==> src/rtl/legv8_pkg.sv <==
// Shared LEGv8 definitions for the fetch stage and control unit: instruction field
// positions, the fetch FSM state type and the opcode encodings decode matches on.
package legv8_pkg;

  localparam int INSTR_BYTES = 4;
  localparam int OPCODE_MSB  = 31;
  localparam int OPCODE_LSB  = 21;
  localparam int OPCODE_W    = OPCODE_MSB - OPCODE_LSB + 1;

  typedef enum logic [1:0] {
    BOOT  = 2'd0,
    FETCH = 2'd1,
    STALL = 2'd2
  } fetch_state_t;

  localparam logic [10:0] OP_LDUR = 11'b11111000010;
  localparam logic [10:0] OP_STUR = 11'b11111000000;
  localparam logic [10:0] OP_ADD  = 11'b10001011000;
  localparam logic [10:0] OP_SUB  = 11'b11001011000;
  localparam logic [10:0] OP_AND  = 11'b10001010000;
  localparam logic [10:0] OP_ORR  = 11'b10101010000;
  localparam logic [5:0]  OP_B    = 6'b000101;
  localparam logic [7:0]  OP_CBZ  = 8'b10110100;

  function automatic logic [OPCODE_W-1:0] opcode_of(input logic [31:0] instr);
    return instr[OPCODE_MSB:OPCODE_LSB];
  endfunction

endpackage

==> src/rtl/instruction_fetch_pc_reg.sv <==
// Program counter: advances by one instruction on load, or jumps to a word-aligned
// redirect target, which takes priority.
module pc_reg
  import legv8_pkg::*;
#(
  parameter int                   PC_WIDTH = 64,
  parameter logic [PC_WIDTH-1:0]  RESET_PC = '0
) (
  input  logic                clk,
  input  logic                rst_n,
  input  logic                load,
  input  logic                redirect,
  input  logic [PC_WIDTH-1:0] target,
  output logic [PC_WIDTH-1:0] pc
);

  // Low two target bits are dropped so the PC is always instruction aligned.
  always_ff @(posedge clk or negedge rst_n) begin
    if (!rst_n) begin
      pc <= RESET_PC;
    end else if (redirect) begin
      pc <= target & ~PC_WIDTH'(3);
    end else if (load) begin
      pc <= pc + PC_WIDTH'(INSTR_BYTES);
    end
  end

endmodule

==> src/rtl/instruction_fetch.sv <==
// LEGv8 fetch stage with IF/ID register: requests instructions over req/ack, holds them
// for decode across stalls, and redirects/flushes on a taken branch.
module instruction_fetch
  import legv8_pkg::*;
#(
  parameter int                   PC_WIDTH    = 64,
  parameter int                   INSTR_WIDTH = 32,
  parameter logic [PC_WIDTH-1:0]  RESET_PC    = '0
) (
  input  logic                   CLOCK,
  input  logic                   RESET_N,
  output logic                   imem_req,
  output logic [PC_WIDTH-1:0]    imem_addr,
  input  logic                   imem_ack,
  input  logic [INSTR_WIDTH-1:0] imem_data,
  input  logic                   stall_in,
  input  logic                   branch_taken,
  input  logic [PC_WIDTH-1:0]    branch_target,
  output logic [INSTR_WIDTH-1:0] instr_out,
  output logic [OPCODE_W-1:0]    controlInstruction_out,
  output logic [PC_WIDTH-1:0]    pc_out,
  output logic                   instr_valid
);

  fetch_state_t        state;
  logic [PC_WIDTH-1:0] pc;
  logic                accept;

  // A stalled, occupied IF/ID has nowhere to put a new word, so the request is withheld
  // rather than letting memory complete a transfer that would have to be thrown away.
  always_comb begin
    imem_req = (state == FETCH) && !(stall_in && instr_valid);
    accept   = imem_req && imem_ack && !branch_taken;
  end

  assign imem_addr              = pc;
  assign controlInstruction_out = instr_out[INSTR_WIDTH-1 -: OPCODE_W];

  pc_reg #(
    .PC_WIDTH (PC_WIDTH),
    .RESET_PC (RESET_PC)
  ) u_pc_reg (
    .clk      (CLOCK),
    .rst_n    (RESET_N),
    .load     (accept),
    .redirect (branch_taken),
    .target   (branch_target),
    .pc       (pc)
  );

  always_ff @(posedge CLOCK or negedge RESET_N) begin
    if (!RESET_N) begin
      state       <= BOOT;
      instr_out   <= '0;
      pc_out      <= '0;
      instr_valid <= 1'b0;
    end else if (branch_taken) begin
      state       <= FETCH;
      instr_valid <= 1'b0;
    end else begin
      case (state)
        BOOT: state <= FETCH;
        FETCH: begin
          if (accept) begin
            instr_out   <= imem_data;
            pc_out      <= pc;
            instr_valid <= 1'b1;
          end else if (stall_in) begin
            state <= STALL;
          end else begin
            instr_valid <= 1'b0;
          end
        end
        // Leaving STALL means decode took the held word this cycle, so it becomes a bubble.
        STALL: begin
          if (!stall_in) begin
            state       <= FETCH;
            instr_valid <= 1'b0;
          end
        end
        default: state <= BOOT;
      endcase
    end
  end

endmodule

==> config.mk <==
export PLATFORM = sky130hd
export DESIGN_NAME = instruction_fetch
export DESIGN_NICKNAME = d
export VERILOG_FILES = /design/src/rtl/legv8_pkg.sv /design/src/rtl/instruction_fetch_pc_reg.sv /design/src/rtl/instruction_fetch.sv
export SDC_FILE = /design/constraint.sdc
export NUM_CORES = 1
export LEC_CHECK = 0
export CAP_MARGIN = 20
export CORE_MARGIN = 2
export CORE_UTILIZATION = 41
export CTS_CLUSTER_SIZE = 14
export DETAILED_ROUTE_END_ITERATION = 10
export GPL_TIMING_DRIVEN = 0
export PLACE_DENSITY_LB_ADDON = 0.08
export SLEW_MARGIN = 20
export SYNTH_ARGS = -nofsm -noshare
export SYNTH_HDL_FRONTEND = slang
export SYNTH_SLANG_ARGS = --single-unit
==> constraint.sdc <==
create_clock -name CLOCK -period 2.1 [get_ports CLOCK]
set_input_delay 0.42 -clock CLOCK [delete_from_list [all_inputs] [get_ports CLOCK]]
set_output_delay 0.42 -clock CLOCK [all_outputs]
set_load 0.1 [all_outputs]
==> summary.txt, run 1 <==
Outcome
  – Status: finished, final reports clean

GRT
  – Grt ovf: 0
  – Gr usage total: 0.242
  – Global-route wire length before repair: 37.6 mm
  – Vias in the first global route: 6,770
  – Initial antenna violation count: 1
  – Largest net degree at the start of global routing: 87

Die
  – Die Wd: 140 um
  – Initial core utilization: 0.421
  – Number of placed I/O pins: 274
  – Core Rows: 49
  – Core box area: 18,100 sq um
  – Die ar.: 19,700 sq um
  – Chip Height: 140 um

Cells and area
  – Fin nets: 1,144
  – Layout cells sized above 1: 0.389
  – Antenna cells: 0
  – P&R area growth vs syn: 59.5%

Setup path
  – Ordered cell list for the critical path: nand4_1, or3_4, or4_4, or3_1, a31oi_1
  – Reg2reg start: u_pc_reg.pc[7]
  – Slowest cell on crit path: or4_4
  – Crit path required time: 2.44 ns
  – Reg2Reg Setup Slack: 0.006 ns
  – Endpoint class of the critical path: flop
  – Crit path max fanout: 5
  – Crit path DAT: 2.44 ns
  – Crit path from: u_pc_reg.pc[7]
  – Worst Setup Start Kind: flop
  – Crit Path Category: flop to flop
  – Crit-path max cell delay: 0.55 ns

Clock tree
  – Reg clk slew, reported paths: 0.07 ns
  – CTS tree: yes
  – Root buffer cell: clkbuf_16
  – Htree depth: 4
  – Clock sink total: 159
  – Worst-case clock buffer depth: 2
  – Total CTS buffers: 17
  – Worst skew pair latency: 0.43 ns

Placement
  – Placer Congestion: 0.798
  – Place WS: -1.13 ns
  – Hpwl dp: 16.8 mm
  – PortBufs: 267

Logic synthesis
  – Count leader, synth: dfrtp_1
  – Synthesized flop and latch total: 159
  – Area leader, netlist: dfrtp_1
  – Synth async-reset ratio: 1.00
  – Seq/Total Area, Yosys: 0.523
  – Gate Count Post-Synth: 698
  – Synth Flop Type: dfrtp_1
  – Netlist cell types: 50
  – Synth top area share: 0.523
  – Post-synth EDFFs: 0
  – Largest cells by area after synthesis: dfrtp_1, mux2_2, nand2_1
  – Synth warnings: 0
  – Post-Syn Area: 7610 sq um
  – Most instantiated cells after synthesis: dfrtp_1, mux2_2, nand2_1
  – Post-synthesis area per instance: 10.9 sq um

STA
  – Slew @ Worst Pin: 1.01 ns
  – Rel. slew slack: 0.332
  – Worst setup margin: 0.00591 ns
  – Max-slew violation count: 0
  – Final-report hold violation count: 0
  – Final period utilization: 0.997
  – RSZ-0062 raised after global routing: yes
  – Final min period: 2.09 ns
  – Fin Clk Skew: 0.0105 ns
  – Final setup vio count: 0
  – Max Freq: 478 MHz

Worst hold path
  – Hold Startpoint: pc_out[40]
  – Min-Delay Path Class: flop to flop

Route
  – First drt pass iteration count: 7
  – # DRC: 0
  – Post-route ant nets: 0
  – Final wirelength: 24.1 mm
  – Detailed Route Iter0 Violations: 435
  – Wire per inst: 18.8 um
  – Vias/cell: 5.41
  – Routed vias: 6,944

Run
  – Max Cap Viol: 0

Power and ir drop
  – Leakage: 4.90 nW
  – Pwr/cell area: 1240 nW/um^2
  – Peak VDD IR: 1.01 mV
  – Pwr Total: 15.0 mW
critical path: cells and delay by family (launching register included):
| family | cells | cell delay, ns |
|---|---|---|
| flops | 1 | 0.45 |
| compound gates | 1 | 0.18 |
| simple gates | 4 | 1.39 |
cells by family after synthesis:
logic type	share of synthesized area
simple gates	0.180
flops	0.523
compound gates	0.0801
mux	0.142
buf+inv	0.0403
xor+xnor	0.0322
fa+ha+maj	0.00164
other cells	0.000493
repair_timing:
action | CTS | global route
setup buffers | 26 | 28
setup endpoints to repair | 298 | 79
hold endpoints to repair | 25 | 0
gates resized for setup | 370 | 54
pin swaps | 16 | 18
cloned | 0 | 0
hold buffers | 1 | 0
per-layer routing:
metal | track usage | share of wire | up-vias
met4 | 0.0659 | 0.012 | 2
met5 | 0 | 0.00054 | -
met3 | 0.0598 | 0.068 | 24
met1 | 0.324 | 0.43 | 3427
li1 | - | - | 3239
met2 | 0.395 | 0.49 | 252
cells in the final DEF, fill, tap and decap left out, types with 21 or more instances in the layout:
cell	n
buf_4	73
dfrtp_1	98
a31oi_1	31
nand2_1	54
mux2_2	94
clkdlybuf4s15_1	22
nor2_1	42
nand4_1	21
dfrtp_4	46
xnor2_1	24
clkdlybuf4s50_1	96
o21ai_0	32
dlygate4sd2_1	62
clkdlybuf4s15_2	73
area by class of cell:
class	instances	area [sq um]
fill	1480	5950
sequential	159	4170
multi-input combinational	480	3630
timing repair buffer	323	3110
clock buffer	17	425
buffer	47	300
tap	229	287
clock inverter	15	158
inverter	14	52.6
through the flow:
stage                     hold slack, ns  utilization  cells  area (sq um)  setup TNS, ns
after floorplan                    0.124            -    701          7900         -0.222
after global placement             0.488        0.600   1197         10900       -1172.00
after detailed placement           0.436        0.602   1198         10900        -114.13
after CTS                          0.503        0.655   1257         11900        -0.0296
after global routing               0.515        0.671   1284         12100         -0.324
final                              0.500        0.671   1284         12100              0
path summary, 6_finish.rpt:
kind                                   end  cells past startpoint
max                        u_pc_reg.pc[29]                      5
min                             pc_out[40]                      1
max reg2reg                u_pc_reg.pc[29]                      5
min reg2reg                     pc_out[40]                      1
max in group asynchronous      instr_valid                      3
min in group asynchronous       pc_out[36]                      2
power breakdown:
part / switching (mW) / total, mW / internal (mW) / leakage, nW
registers: 0.478 / 4.23 / 3.75 / 1.81
logic: 6.07 / 7.66 / 1.59 / 2.80
clock network: 1.34 / 3.11 / 1.76 / 0.288
No activity file was read; power rests on OpenSTA's default activity.
==> inputs of run 2 (changes only) <==
- ABC_AREA: not set -> 1
- CORE_UTILIZATION: 41 -> 42
==> summary.txt, run 2 <==
Logic synthesis
  – Count leader, synth: nand2_1 (was dfrtp_1)
  – Post-synth EDFFs: 0 (unchanged)
  – Post-Synth XOR/XNOR Area: 0.0137 (was 0.0322)
  – Post-Syn Area: 8330 sq um (was 7610 sq um)
  – Synth Area in Compound Gates: 0.0954 (was 0.0801)
  – Most instantiated cells after synthesis: nand2_1, dfrtp_1, nor2_1 (was dfrtp_1, mux2_2, nand2_1)
  – Adder-cell share of the synthesized area: 0.00150 (was 0.00165)
  – Synth async-reset ratio: 1.00 (unchanged)
  – Synthesized flop and latch total: 159 (unchanged)
  – Synth warnings: 0 (unchanged)
  – Synth Area in Simple Gates: 0.321 (was 0.180)
  – Post-synthesis area per instance: 7.39 sq um (was 10.9 sq um)
  – Netlist cell types: 35 (was 50)
  – Area leader, netlist: dfrtp_1 (unchanged)
  – Largest family of logic cells by synthesized area: simple AND/OR/NAND/NOR gates (unchanged)
  – Synth Flop Type: dfrtp_1 (unchanged)
  – Synth top area share: 0.478 (was 0.523)
  – Fraction of synthesized area in multiplexers: 0 (was 0.142)
  – Gate Count Post-Synth: 1,127 (was 698)
  – Largest cells by area after synthesis: dfrtp_1, nand2_1, nor2_1 (was dfrtp_1, mux2_2, nand2_1)
  – Seq/Total Area, Yosys: 0.478 (was 0.523)

Die
  – Number of placed I/O pins: 274 (unchanged)
  – Initial core utilization: 0.428 (was 0.421)
  – Chip Height: 145 um (was 140 um)
  – Die ar.: 21,000 sq um (was 19,700 sq um)
  – Core Rows: 51 (was 49)
  – Core box area: 19,500 sq um (was 18,100 sq um)
  – Die Wd: 145 um (was 140 um)

Setup path
  – Crit path required time: 1.68 ns (was 2.44 ns)
  – Worst Setup Start Kind: flop (unchanged)
  – Crit path DAT: 1.65 ns (was 2.44 ns)
  – Ordered cell list for the critical path: dlygate4sd2_1 (was nand4_1, or3_4, or4_4, or3_1, a31oi_1)
  – Crit-path max cell delay: 0.86 ns (was 0.55 ns)
  – Crit path max fanout: 2 (was 5)
  – Critical path buffers and inverters: 1 (was 0)
  – Reg2Reg Setup Slack: 0.07 ns (was 0.006 ns)
  – Delay-heaviest family, CP: buffers and inverters (was simple AND/OR/NAND/NOR gates)
  – Slowest cell on crit path: dlygate4sd2_1 (was or4_4)
  – Endpoint class of the critical path: output port (was flop)
  – Crit Path Category: flop to output port (was flop to flop)

STA
  – Final min period: 2.07 ns (was 2.09 ns)
  – Rel. slew slack: 0.344 (was 0.332)
  – Final-report hold violation count: 0 (unchanged)
  – Final period utilization: 0.986 (was 0.997)
  – Max Freq: 483 MHz (was 478 MHz)
  – RSZ-0062 raised after global routing: yes (unchanged)
  – Fin Clk Skew: 0.0116 ns (was 0.0105 ns)
  – Max-slew violation count: 0 (unchanged)
  – Worst setup margin: 0.0291 ns (was 0.00591 ns)
  – Slew @ Worst Pin: 0.987 ns (was 1.01 ns)
  – Final setup vio count: 0 (unchanged)

Clock tree
  – Clock sink total: 159 (unchanged)
  – Htree depth: 4 (unchanged)
  – Reg clk slew, reported paths: 0.07 ns (about the same)
  – Worst-case clock buffer depth: 2 (unchanged)
  – Worst skew pair latency: 0.44 ns (was 0.43 ns)
  – Total CTS buffers: 17 (unchanged)
  – Root buffer cell: clkbuf_16 (unchanged)
  – CTS tree: yes (unchanged)

Placement
  – PortBufs: 266 (was 267)
  – Hpwl dp: 24.4 mm (was 16.8 mm)
  – Cell Area, Placed: 11,500 sq um (was 10,900 sq um)
  – Placer Congestion: 0.951 (was 0.798)
  – Place WS: -0.653 ns (was -1.13 ns)

Outcome
  – Status: finished, final reports clean (unchanged)

Cells and area
  – Antenna cells: 0 (unchanged)
  – Commonest non-fill, non-tap cell in the layout: nand2_1 (was dfrtp_1)
  – Fin nets: 1,526 (was 1,144)
  – Finished Cell Area: 12,100 sq um (about the same)
  – Layout cells sized above 1: 0.152 (was 0.389)
  – Filler cell count: 1,785 (was 1,480)
  – Most frequent cells in the layout: nand2_1, dfrtp_1, nor2_1 (was dfrtp_1, clkdlybuf4s50_1, mux2_2)
  – P&R area growth vs syn: 45.7% (was 59.5%)

Power and ir drop
  – Peak VDD IR: 0.799 mV (was 1.01 mV)
  – Leakage: 5.67 nW (was 4.90 nW)
  – Pwr/cell area: 1350 nW/um^2 (was 1240 nW/um^2)

GRT
  – Global-route wire length before repair: 47.9 mm (was 37.6 mm)
  – Grt ovf: 0 (unchanged)
  – Vias in the first global route: 8,365 (was 6,770)
  – Gr usage total: 0.309 (was 0.242)
  – Initial antenna violation count: 0 (was 1)
  – Largest net degree at the start of global routing: 96 (was 87)

Route
  – First drt pass iteration count: 5 (was 7)
  – Routed vias: 8,809 (was 6,944)
  – Wire per inst: 19.2 um (was 18.8 um)
  – # DRC: 0 (unchanged)
  – Detailed Route Iter0 Violations: 720 (was 435)
  – Final wirelength: 32.7 mm (was 24.1 mm)
  – Post-route ant nets: 0 (unchanged)
  – Vias/cell: 5.18 (was 5.41)

Run
  – Max Cap Viol: 0 (unchanged)

Worst hold path
  – Min-Delay Path Class: flop to flop (unchanged)
## run 2: cell types whose count changed in the layout (fill, tap and decap cells not counted), moves of 53 or more
| cell | before | now |
|---|---|---|
| nand2_1 | 54 | 375 |
| inv_1 | 13 | 112 |
| mux2_2 | 94 | 0 |
| nor2_1 | 42 | 116 |
| nand3_1 | 19 | 77 |
| dfrtp_1 | 98 | 151 |
## run 2: cells by family (layout without fill, tap and decap cells)
kind of cell	after synthesis	count (layout)
buffers and inverters	175	482
AOI/OAI and AO/OA	139	139
xor gates and xnor gates	13	13
other	1	4
adders and majority gates	1	1
and+or+nand+nor	639	639
DFF	159	159
## run 2: final cells by class
| class | count | area [sq um] | share of cell area |
|---|---|---|---|
| tap | 265 | 332 | 0.0273 |
| inverter | 118 | 443 | 0.0365 |
| sequential | 159 | 3990 | 0.329 |
| clock buffer | 18 | 429 | 0.0354 |
| multi-input combinational | 796 | 3670 | 0.302 |
| timing repair buffer | 275 | 2730 | 0.225 |
| buffer | 57 | 392 | 0.0323 |
| clock inverter | 14 | 156 | 0.0129 |
## run 2: worst register-to-register path: stages (launching register included)
cell and delay (ns):
dfrtp_4 0.49, nand2_2 0.09, inv_2 0.04, nor2_4 0.14, nand2_4 0.15, nor2_4 0.24, inv_2 0.06, buf_6 0.17
buf_6 0.17, nor2_2 0.21, nand3_1 0.10, nand3_1 0.09
## run 2: timing repair
| item | CTS | global route |
|---|---|---|
| buffers inserted | 0 | 7 |
| hold buffers | 1 | 0 |
| setup endpoints to repair | 172 | 112 |
| hold endpoints to repair | 64 | 0 |
| gates resized for setup | 344 | 70 |
| pin swaps | 0 | 2 |
## run 2: power breakdown
group	switching, mW	total [mW]	leakage, nW	internal (mW)
Sequential	0.574	4.35	1.95	3.78
Clock	1.43	3.21	0.285	1.78
Combinational	7.27	8.88	3.43	1.60
## run 2: final timing paths
| kind | depth (start not counted) | end | start |
|---|---|---|---|
| max in group asynchronous | 3 | u_pc_reg.pc[4] | RESET_N |
| hold / removal | 2 | instr_out[17] | instr_out[17] |
| min in group asynchronous | 2 | instr_out[31] | RESET_N |
| setup / recovery | 1 | pc_out[6] | pc_out[6] |
| hold reg to reg | 2 | instr_out[17] | instr_out[17] |
| setup reg to reg | 11 | u_pc_reg.pc[24] | instr_valid |
## run 2: through the flow
step / setup TNS (ns) / util / instances / total power, mW / hold WS (ns)
final: 0 / 0.624 / 1702 / 16.4 / 0.465
after global routing: -0.00701 / 0.624 / 1702 / 17.0 / 0.490
after CTS: 0 / 0.620 / 1695 / 16.4 / 0.469
after detailed placement: -43.24 / 0.589 / 1662 / 13.7 / 0.404
after global placement: -1039.09 / 0.588 / 1661 / 13.6 / 0.452
after floorplan: -22.41 / - / 1130 / 11.2 / 0.124
## run 2: metal layers
metal	wire length, um	vias to the layer above	track usage
met5	0	-	0
met4	703	0	0.0950
met3	2890	51	0.0763
met2	14900	377	0.498
met1	14200	4197	0.413
li1	-	4184	-
==> inputs of run 3 (changes only) <==
--- a/config.mk
+++ b/config.mk
@@ -9,5 +9,5 @@
 export CAP_MARGIN = 20
 export CORE_MARGIN = 2
-export CORE_UTILIZATION = 42
+export CORE_UTILIZATION = 43
 export CTS_CLUSTER_SIZE = 14
 export DETAILED_ROUTE_END_ITERATION = 10
@@ -17,3 +17,4 @@
 export SYNTH_ARGS = -nofsm -noshare
 export SYNTH_HDL_FRONTEND = slang
+export SYNTH_HIERARCHICAL = 1
 export SYNTH_SLANG_ARGS = --single-unit
==> constraint.sdc (replaced) <==
create_clock -name CLOCK -period 2.1 [get_ports CLOCK]
set_input_delay 0.42 -clock CLOCK [delete_from_list [all_inputs] [get_ports CLOCK]]
set_output_delay 0.42 -clock CLOCK [all_outputs]
set_load 0.02 [all_outputs]
==> summary.txt, run 3 <==
Placement
  – Place WS: -1.42 ns (was -0.653 ns)
  – Hpwl dp: 22.4 mm (was 24.4 mm)
  – PortBufs: 269 (was 266)
  – Placer Congestion: 0.959 (was 0.951)

Worst hold path
  – Min-Delay Path Class: primary input to asynchronous set/reset pin (was flop to flop)

STA
  – Final-report hold violation count: 0 (unchanged)
  – Final min period: 2.07 ns (about the same)
  – Max-slew violation count: 0 (unchanged)
  – Final setup vio count: 0 (unchanged)
  – Slew @ Worst Pin: 0.716 ns (was 0.987 ns)
  – Fin Clk Skew: 0.0108 ns (was 0.0116 ns)
  – Rel. slew slack: 0.522 (was 0.344)
  – Worst setup margin: 0.0270 ns (was 0.0291 ns)
  – RSZ-0062 raised after global routing: no (was yes)
  – Max Freq: 482 MHz (was 483 MHz)
  – Final period utilization: 0.987 (was 0.986)

Cells and area
  – Most frequent cells in the layout: nand2_1, clkdlybuf4s50_1, dfrtp_1 (was nand2_1, dfrtp_1, nor2_1)
  – Filler cell count: 1,784 (was 1,785)
  – Antenna cells: 0 (unchanged)
  – Fin nets: 1,541 (was 1,526)
  – P&R area growth vs syn: 44.9% (was 45.7%)
  – Commonest non-fill, non-tap cell in the layout: nand2_1 (unchanged)
  – Util after Layout: 0.636 (was 0.624)
  – Layout cells sized above 1: 0.0950 (was 0.152)
  – Largest register FFs: 64

Die
  – Core Rows: 51 (unchanged)
  – Initial core utilization: 0.439 (was 0.428)
  – Core box area: 19,500 sq um (about the same)
  – Chip Height: 145 um (about the same)
  – Die ar.: 21,100 sq um (was 21,000 sq um)
  – Die Wd: 145 um (about the same)
  – Number of placed I/O pins: 274 (unchanged)

Logic synthesis
  – Synth top area share: 0.470 (was 0.478)
  – Post-synthesis area per instance: 7.51 sq um (was 7.39 sq um)
  – Gate Count Post-Synth: 1,141 (was 1,127)
  – Synth async-reset ratio: 1.00 (unchanged)
  – Post-Syn Area: 8570 sq um (was 8330 sq um)
  – Seq/Total Area, Yosys: 0.470 (was 0.478)
  – Largest cells by area after synthesis: dfrtp_1, nand2_1, nor2_1 (unchanged)
  – Area leader, netlist: dfrtp_1 (unchanged)
  – Synthesized flop and latch total: 161 (was 159)
  – Count leader, synth: nand2_1 (unchanged)
  – Netlist cell types: 35 (unchanged)
  – Post-synth EDFFs: 0 (unchanged)
  – Synth warnings: 6 (was 0)
  – Most instantiated cells after synthesis: nand2_1, dfrtp_1, nor2_1 (unchanged)
  – Synth Flop Type: dfrtp_1 (unchanged)

Route
  – Post-route ant nets: 0 (unchanged)
  – Detailed Route Iter0 Violations: 640 (was 720)
  – First drt pass iteration count: 5 (unchanged)
  – Wire per inst: 17.3 um (was 19.2 um)
  – # DRC: 0 (unchanged)
  – Vias/cell: 5.09 (was 5.18)
  – Final wirelength: 29.7 mm (was 32.7 mm)
  – Routed vias: 8,741 (was 8,809)

GRT
  – Initial antenna violation count: 0 (unchanged)
  – Vias in the first global route: 8,467 (was 8,365)
  – Gr usage total: 0.283 (was 0.309)
  – Grt ovf: 0 (unchanged)
  – Largest net degree at the start of global routing: 93 (was 96)
  – Global-route wire length before repair: 46.9 mm (was 47.9 mm)

Setup path
  – Worst Setup Start Kind: flop (unchanged)
  – Crit Path Category: flop to output port (unchanged)
  – Slowest cell on crit path: clkdlybuf4s50_1 (was dlygate4sd2_1)
  – Critical path buffers and inverters: 1 (unchanged)
  – Crit path required time: 1.68 ns (about the same)
  – Delay-heaviest family, CP: buffers and inverters (unchanged)
  – Crit path max fanout: 7 (was 2)
  – Crit path DAT: 1.65 ns (about the same)
  – Crit-path max cell delay: 0.69 ns (was 0.86 ns)
  – Endpoint class of the critical path: output port (unchanged)
  – Ordered cell list for the critical path: clkdlybuf4s50_1 (was dlygate4sd2_1)

Clock tree
  – Total CTS buffers: 17 (unchanged)
  – Htree depth: 4 (unchanged)
  – Root buffer cell: clkbuf_16 (unchanged)
  – Worst-case clock buffer depth: 2 (unchanged)
  – Reg clk slew, reported paths: 0.07 ns (about the same)
  – Clock sink total: 161 (was 159)
  – Post-CTS Hold Buffers: 0 (was 1)
  – CTS tree: yes (unchanged)
  – Worst skew pair latency: 0.43 ns (was 0.44 ns)

Power and ir drop
  – Pwr Total: 14.8 mW (was 16.4 mW)
  – Pwr/cell area: 1190 nW/um^2 (was 1350 nW/um^2)
  – Peak VDD IR: 0.598 mV (was 0.799 mV)
  – Leakage: 5.88 nW (was 5.67 nW)

Outcome
  – Status: finished, final reports clean (unchanged)

Run
  – Max Cap Viol: 0 (unchanged)
[run 3: changes by cell type in the layout (fill, tap and decap cells not counted), sizes merged, moves of 14 or more]
cell	delta
clkdlybuf4s50	+167
a22oi	+50
xnor2	+14
nand3	-15
nand2	+137
clkbuf	-28
dlygate4sd2	-36
o21ai	-68
inv	-50
o211ai	-15
nand4	-16
clkdlybuf4s15	-114
[run 3: worst paths after layout]
| kind | from | endpoint | slack, ns | depth (start not counted) |
|---|---|---|---|---|
| max | u_pc_reg/pc[32] | imem_addr[32] | 0.03 | 1 |
| min | RESET_N | instr_out[25] | 0.01 | 1 |
| max reg2reg | u_pc_reg/pc[3] | u_pc_reg/pc[60] | 0.11 | 8 |
| min reg2reg | instr_out[14] | instr_out[14] | 0.48 | 2 |
| max in group asynchronous | RESET_N | u_pc_reg/pc[36] | 1.27 | 2 |
| min in group CLOCK | instr_out[14] | instr_out[14] | 0.48 | 2 |
[run 3: cells by family after synthesis]
logic type	after synthesis	synth area share
AOI/OAI and AO/OA	107	0.0845
xor gates and xnor gates	25	0.0255
adders and majority gates	1	0.00146
buffers and inverters	120	0.0657
DFF	161	0.470
other	1	0.000437
and+or+nand+nor	726	0.352
[run 3: power by group]
group | switching (mW) | internal (mW) | total, mW | leakage [nW]
clock | 1.40 | 2.04 | 3.44 | 0.308
combinational | 3.37 | 2.97 | 6.35 | 3.58
sequential | 0.909 | 4.14 | 5.05 | 1.99
total | 5.68 | 9.16 | 14.8 | 5.88
[run 3: layer usage]
layer / track usage / routed length (um)
met1: 0.384 / 13000
met2: 0.453 / 13500
met3: 0.0481 / 2280
met4: 0.114 / 989
met5: 0 / 0
[run 3: final cells by class]
type	instances	area [sq um]	area share
plain buffers	49	332	0.0267
clock buffers	18	429	0.0346
clock inverters	14	213	0.0171
inverters	70	284	0.0229
multi-input cells	862	4010	0.323
flip-flops and latches	161	4040	0.325
well taps	265	332	0.0267
repair buffers	278	2790	0.225
[run 3: per-stage QoR]
step	cell area, sq um	TNS [ns]	hold WS [ns]	instances
after detailed placement	11600	-89.02	0.464	1677
after global placement	11600	-1088.76	0.461	1676
final	12400	0	0.0107	1717
after CTS	12300	0	0.0397	1708
after floorplan	8580	0	0.124	1142
after global routing	12400	0	0.0753	1717
[run 3: what timing repair did]
item	4_1_cts	5_1_grt
pin swaps	0	1
gates resized for setup	26	20
endpoints found under the hold margin	0	0
setup endpoints to repair	64	47
cloned	0	1
buffers inserted	0	8
